## src/rtl/mem_image_loader.sv

```systemverilog
// mem_image_loader
// Boot-time loader for the 1K x 16 program/data memory. It takes a byte
// stream made of a 16-bit length N, N big-endian 16-bit words and a 16-bit
// checksum. The words go to addresses 0..N-1. The loader then reads the
// image back and compares its wrap-around sum with the trailer. The CPU is
// held in reset until the image has been verified.
//
// Ports:
//   clk, rst_n        system clock, asynchronous active-low reset
//   start             one-cycle pulse; starts a load from IDLE, DONE or ERROR
//   byte_valid/data   upstream byte stream
//   byte_ready        loader accepts the byte this cycle
//   mem_w_en/addr     memory write port and address (the address is shared
//     /d_in           with the read-back)
//   mem_d_out         combinational read data from the memory
//   cpu_hold          high while loading or in ERROR
//   done / error      image verified / bad length or checksum
//
// state  | meaning
// IDLE   | after reset, waiting for start
// LEN_HI | receive length high byte
// LEN_LO | receive length low byte, range check
// DAT_HI | receive data word high byte
// DAT_LO | receive data word low byte, present word to memory
// WRITE  | one-cycle memory write strobe
// CK_HI  | receive checksum high byte
// CK_LO  | receive checksum low byte
// VERIFY | read back one word per cycle and accumulate the sum
// CMP    | compare the sum with the checksum
// DONE   | image verified, CPU released
// ERROR  | bad length or checksum, CPU held
module mem_image_loader #(
  parameter int ADDR_W    = 10,
  parameter int WORD_W    = 16,
  parameter int MAX_WORDS = 1024
) (
  input  logic              clk,
  input  logic              rst_n,
  input  logic              start,
  input  logic              byte_valid,
  input  logic [7:0]        byte_data,
  output logic              byte_ready,
  output logic              mem_w_en,
  output logic [ADDR_W-1:0] mem_addr,
  output logic [WORD_W-1:0] mem_d_in,
  input  logic [WORD_W-1:0] mem_d_out,
  output logic              cpu_hold,
  output logic              done,
  output logic              error
);

  // The index gets one extra bit so that a full-size image (N = 2^ADDR_W)
  // can reach its terminal count.
  localparam int          IDX_W = ADDR_W + 1;
  localparam logic [15:0] MAX_N = 16'(MAX_WORDS);

  typedef enum logic [3:0] {
    IDLE, LEN_HI, LEN_LO, DAT_HI, DAT_LO, WRITE,
    CK_HI, CK_LO, VERIFY, CMP, DONE, ERROR
  } state_t;

  state_t            state;
  logic [7:0]        hi_byte;   // first byte of the length, word or checksum being assembled
  logic [IDX_W-1:0]  n_words;
  logic [IDX_W-1:0]  index;
  logic [WORD_W-1:0] sum;
  logic [WORD_W-1:0] ck_word;

  logic              xfer;
  logic [15:0]       pair_word;
  logic [IDX_W-1:0]  index_nxt;

  assign byte_ready = state inside {LEN_HI, LEN_LO, DAT_HI, DAT_LO, CK_HI, CK_LO};
  assign xfer       = byte_valid && byte_ready;
  assign pair_word  = {hi_byte, byte_data};
  assign index_nxt  = index + IDX_W'(1);

  always_ff @(posedge clk or negedge rst_n) begin
    if (!rst_n) begin
      state    <= IDLE;
      hi_byte  <= '0;
      n_words  <= '0;
      index    <= '0;
      sum      <= '0;
      ck_word  <= '0;
      mem_w_en <= 1'b0;
      mem_addr <= '0;
      mem_d_in <= '0;
      cpu_hold <= 1'b1;
      done     <= 1'b0;
      error    <= 1'b0;
    end else begin
      case (state)
        IDLE, DONE, ERROR: begin
          if (start) begin
            index    <= '0;
            sum      <= '0;
            done     <= 1'b0;
            error    <= 1'b0;
            cpu_hold <= 1'b1;
            state    <= LEN_HI;
          end
        end
        LEN_HI: begin
          if (xfer) begin
            hi_byte <= byte_data;
            state   <= LEN_LO;
          end
        end
        LEN_LO: begin
          if (xfer) begin
            if (pair_word == 16'd0 || pair_word > MAX_N) begin
              error    <= 1'b1;
              cpu_hold <= 1'b1;
              state    <= ERROR;
            end else begin
              n_words <= IDX_W'(pair_word);
              state   <= DAT_HI;
            end
          end
        end
        DAT_HI: begin
          if (xfer) begin
            hi_byte <= byte_data;
            state   <= DAT_LO;
          end
        end
        DAT_LO: begin
          if (xfer) begin
            mem_d_in <= WORD_W'(pair_word);
            mem_addr <= index[ADDR_W-1:0];
            mem_w_en <= 1'b1;
            state    <= WRITE;
          end
        end
        WRITE: begin
          mem_w_en <= 1'b0;
          index    <= index_nxt;
          state    <= (index_nxt == n_words) ? CK_HI : DAT_HI;
        end
        CK_HI: begin
          if (xfer) begin
            hi_byte <= byte_data;
            state   <= CK_LO;
          end
        end
        CK_LO: begin
          if (xfer) begin
            ck_word  <= WORD_W'(pair_word);
            index    <= '0;
            sum      <= '0;
            mem_addr <= '0;
            state    <= VERIFY;
          end
        end
        VERIFY: begin
          // mem_d_out reflects mem_addr (== index) during this cycle.
          sum      <= sum + mem_d_out;
          index    <= index_nxt;
          mem_addr <= index_nxt[ADDR_W-1:0];
          if (index_nxt == n_words) state <= CMP;
        end
        CMP: begin
          if (sum == ck_word) begin
            done     <= 1'b1;
            error    <= 1'b0;
            cpu_hold <= 1'b0;
            state    <= DONE;
          end else begin
            done     <= 1'b0;
            error    <= 1'b1;
            cpu_hold <= 1'b1;
            state    <= ERROR;
          end
        end
        default: state <= IDLE;
      endcase
    end
  end

endmodule
```

## config.mk

```make
export PLATFORM = sky130hd
export DESIGN_NAME = mem_image_loader
export DESIGN_NICKNAME = d
export VERILOG_FILES = /design/src/rtl/mem_image_loader.sv
export SDC_FILE = /design/constraint.sdc
export NUM_CORES = 1
export LEC_CHECK = 0
export BUFFER_PORTS_ARGS = -buffer_cell sky130_fd_sc_hd__buf_2
export CAP_MARGIN = 20
export CELL_PAD_IN_SITES_DETAIL_PLACEMENT = 1
export CELL_PAD_IN_SITES_GLOBAL_PLACEMENT = 2
export CORE_ASPECT_RATIO = 1.25
export CORE_MARGIN = 5
export CORE_UTILIZATION = 41
export DETAILED_ROUTE_END_ITERATION = 12
export PLACE_DENSITY = 0.95
export SLEW_MARGIN = 20
export SYNTH_ARGS = -nofsm -noshare
export SYNTH_HDL_FRONTEND = slang
export SYNTH_SLANG_ARGS = --single-unit
```

## constraint.sdc

```tcl
create_clock -name clk -period 5.2 [get_ports clk]
set_clock_uncertainty 0.2 [all_clocks]
set_input_delay 0.78 -clock clk [delete_from_list [all_inputs] [get_ports clk]]
set_output_delay 0.78 -clock clk [all_outputs]
set_load 0.01 [all_outputs]
```

Word level (Yosys, flattened, before mapping)
Index checks and enable logic that the tools add are counted.

cells by class
  $add $sub $neg = 2
  $lt $le $gt $ge = 1
  equality and inequality tests = 22
  muxes and demuxes = 32
  bitwise logic cells = 1
  reductions and logical operators = 25

operators by type and width
  kind                   count
  $pmux 16 s3            1
  $pmux 4 s10            1
  $mux 4                 9
  $pmux 11 s3            1
  $mux 16                2
  $pmux 10 s3            1
  $mux 11                2
  $mux 10                2
  $add 16x16->16         1
  $eq 16x16->1           1
  $eq 4x3->1 const B     4
  $eq 4x4->1 const B     4
  $gt 16x11->1 const B   1
  $logic_not 16->1       1
  $ne 2x2->1 const B     8
  $reduce_and 3->1       4
  $reduce_bool 3->1      4
  $add 11x1->11 const B  1
  $eq 11x11->1           1
  $reduce_and 2->1       5
  $eq 4x2->1 const B     2
  $mux 1                 8
  $reduce_and 8->1       1
  $pmux 1 s3             2
  13 further kinds       16

word-level totals
  bits in registers = 96
  bits of input ports = 28
  output and inout bits = 31
  word-level logic and storage cells = 95

Depth between registers and ports, before layout
  depth after elaboration = 5
  depth in mapped cells = 10
  mapped depth without buffers = 9

Least setup slack after synthesis
Ideal clock, no wire load.

  path type = input -> register
  start = in mem_d_out[0]
  end = reg sum[14]
  library setup time = 0.126 ns
  arrival time = 2.577 ns
  required time = 4.874 ns
  setup slack = 2.297 ns
  cell stages on the path = 9
  path buffers = 0
  cells stage by stage = ha_1 fa_1 a21o_1 a21oi_1 o21ai_0 a311oi_1 o21ai_0 mux2i_1 nand2_1

between the ends
  word-level cells in the longest chain between the ends = 2

RTL lines
  element                 line  RTL
  start: declaration      46    input logic [WORD_W-1:0] mem_d_out,
  $add 16x16->16          158   sum <= sum + mem_d_out;
  $pmux 16 s3             93    case (state)
  end signal: assignment  158
  end: declaration        66    logic [WORD_W-1:0] sum;

No other way between the ends.
A chain may end at the register's enable or synchronous reset.

Final worst setup path
Same ends and word-level chain as after synthesis.

==> summary.md <==
| Metric | Value |
|---|---|
| Run status | `complete, no violations` |
| R2R setup slack | `2.15 ns` |
| Fraction of layout cells with a size suffix above 1 | `23.60%` |
| Top FF cell, synth | `dfrtp_1` |
| Buf+Inv Stages, Crit Path | `1` |
| Largest net degree at the start of global routing | `63` |
| Total Nets Final | `646` |
| Detailed-route DRC error count | `0` |
| Core area | `0.01323 mm²` |
| Most common cell type on the critical path | `o21ai_0` |
| Post-CTS Repair Setup Buffers | `0` |
| Post-CTS Hold Buffers | `0` |
| Placer congestion estimate | `0.8978` |
| Layout Area Growth over Synthesis | `13.51%` |
| Sequential element share of the synthesized area | `43.70%` |
| Post_cts resized | `0` |
| Clk buf depth | `2` |
| CP max stage cell | `fa_1` |
| H-tree depth | `3` |
| First-pass GRT wire length | `26160 µm` |
| Critical Path Fanout Max | `3` |
| Clock tree from TritonCTS | `built` |
| Fmax | `326.1 MHz` |
| Netlist Area Pre-Place | `0.005500 mm²` |
| CP endpoint kind | `flip-flop` |
| Worst Hold Launch | `cpu_hold$_DFFE_PN1P_` |
| Vias in the first global route | `4914` |
| IO Port Bufs | `58` |
| Max-capacitance violation count | `0` |
| Final Critical Period | `3.066 ns` |
| Worst Reg-to-Reg Cells | `8` |
| Slew HR | `38.87%` |
| Root buffer cell | `clkbuf_16` |
| Die Span Y | `139.5 µm` |
| Syn_area_per_cell | `9.875 µm²` |
| CP Data Arrival Time | `3.10 ns` |
| Initial DRC count | `214` |
| Num CTS Buffers | `9` |
| Synth warn | `0` |
| Endpoint, Worst Hold | `cpu_hold$_DFFE_PN1P_` |
| Die ar. | `0.01585 mm²` |
| Post-DP HPWL | `11350 µm` |
| Worst r2r src | `index[0]$_DFFE_PN0P_` |
| GRT Overall Usage | `20.72%` |
| Clock sink count | `96` |
| Final cycle utilization of the critical path | `58.97%` |
| Post-Synthesis Cells | `557` |
| Leakage | `2.864 nW` |
| Post-Syn Nets | `602` |
| DR WL/cell | `20.08 µm` |
| Power Total | `3.540 mW` |
| Initial antenna violation count | `0` |
| Critical Path RT | `5.23 ns` |
| Crit-path leading delay family | `compound AO/OA/AOI/OAI gates` |
| Async set or reset register ratio after synthesis | `100.0%` |
| R2R Path End | `state[2]$_DFFE_PN0P_` |
| Clk_lat worst skew | `0.34 ns` |
| Worst Hold Class | `reg2reg` |
| Die X | `113.6 µm` |
| Crit path cell chain | `buf_2 > ha_1 > fa_1 > a21o_1 > a21oi_1 > o21ai_0 > a311oi_1 > o21ai_0 > mux2i_1 > nand2_1` |
| Crit start category | `input pin` |
| Fin area | `0.006243 mm²` |
| Grt ovf | `0` |
| Initial core utilization | `41.57%` |
| Util after Layout | `47.19%` |
| Max-slew violation count | `0` |
| Detailed Route WL | `15600 µm` |
| Peak VDD IR | `0.0001929 V` |
| DP Area | `0.005919 mm²` |
| Via count | `4460` |
| Vias/cell | `5.740` |
| IO Count | `59` |
| Endpoints failing hold | `0` |
| Synthesized flop and latch total | `96` |
| Hold path cells | `2` |
| Slew of the pin with the lowest slew margin | `0.9160 ns` |
| Power per cell area | `567.0 mW/mm²` |
| ANT nets after route | `0` |
| RSZ-0062 raised after global routing | `no` |
| Synth cell types | `59` |
| Setup TNS | `0 ns` |
| Antenna diodes | `0` |
| Setup violations, final | `0` |
| Critical Path Max Stage Delay | `0.43 ns` |
| Clock transition at path regs | `0.07 ns` |
| Rows | `47` |
| WS Path Type | `in2reg` |
| Post-synth EDFFs | `0` |
| DR pass1 iterations | `4` |
power by group:
part           total (mW)  leakage, nW  internal (mW)  switching, mW
Combinational        1.45         1.47          0.661          0.793
Sequential           1.35         1.24           1.03          0.321
Clock               0.735        0.157          0.438          0.297
Total                3.54         2.86           2.13           1.41
cell usage in the layout, fill, tap and decap left out, types with 3 or more instances in the layout:
cell	synthesis	routed
nand2b_1	10	10
nand2_1	34	34
ha_1	16	16
or2_2	4	4
buf_4	2	8
nand3_1	14	14
buf_2	10	57
o31ai_1	9	9
o21ai_0	55	54
o21bai_1	4	4
or3_1	8	8
nor3_1	10	10
nor4_1	6	6
o22ai_1	3	3
nor2b_1	4	4
mux2i_1	3	3
and4_1	3	3
and3_1	3	3
a221oi_1	3	3
a31oi_1	11	11
dfrtp_1	95	95
xor2_1	26	26
nand4_1	3	3
mux2_2	51	51
clkbuf_16	0	9
a21o_1	6	6
inv_1	15	15
a211oi_1	6	6
a21oi_1	25	25
xnor2_1	15	15
nor2_1	46	46
state kept, by name (all words and copies together) (netlist names):
register,flops
hi_byte,8
error,1
mem_d_in,16
n_words,11
state,4
mem_w_en,1
sum,16
done,1
index,11
cpu_hold,1
mem_addr,10
ck_word,16
routing by layer:
layer | share of wire (%) | vias up | global-route usage (%)
li1 | - | 2101 | -
met5 | 0 | - | 0
met2 | 55 | 85 | 38.13
met4 | 2.1 | 0 | 6.962
met1 | 40 | 2252 | 24.24
met3 | 3.2 | 22 | 3.126
cell type report:
type	count	area, µm²
fillers	1519	6988
multi-input cells	414	2900
flip-flops and latches	96	2404
repair buffers	65	345.3
clock buffers	12	246.5
well taps	171	214.0
clock inverters	4	77.57
inverters	15	56.30
logic make-up (layout without fill, tap and decap cells):
group           after synthesis  after routing  share of synthesized area [%]
fa+ha+maj                    17             17                          4.004
buf+inv                      47             96                          3.571
compound gates              146            146                          16.79
flops                        96             96                          43.70
mux                          55             55                          11.26
xor+xnor                     41             41                          6.529
simple gates                155            155                          14.15
Yosys cell counts, types with 11 or more instances:
master,count,area share [%]
nor2_1,46,3.1
a21oi_1,25,2.3
xnor2_1,15,2.4
a31oi_1,11,1.3
xor2_1,26,4.1
clkbuf_1,18,1.2
ha_1,16,3.6
dfrtp_1,95,43
nand3_1,14,1.3
o21ai_0,55,5.0
inv_1,15,1.0
nand2_1,34,2.3
mux2_2,51,10
worst min-delay path, stage by stage (launching register included):
cell	delay (ns)
dfstp_2	0.37
inv_1	0.05
a21oi_1	0.07
worst max-delay path by stage:
stage,slack [ns],from,cells past startpoint,to
4_1_cts,2.12,mem_d_out[0],10,sum[14]$_DFFE_PN0P_
5_1_grt,1.95,mem_d_out[0],10,sum[14]$_DFFE_PN0P_
2_1_floorplan,2.30,mem_d_out[0],9,sum[14]$_DFFE_PN0P_
6_report,2.13,mem_d_out[0],10,sum[14]$_DFFE_PN0P_
3_3_place_gp,1.95,mem_d_out[0],10,sum[14]$_DFFE_PN0P_
3_5_place_dp,1.75,mem_d_out[0],10,sum[14]$_DFFE_PN0P_
through the flow:
step                hold WS, ns  worst slack, ns  instances
floorplan                0.2670            2.297        557
global placement         0.2548            1.952        761
detailed placement       0.2930            1.751        761
CTS                      0.3083            2.121        777
global route             0.3247            1.948        777
finish                   0.3023            2.134        777
Note: power is estimated with default switching activity, not from simulation.
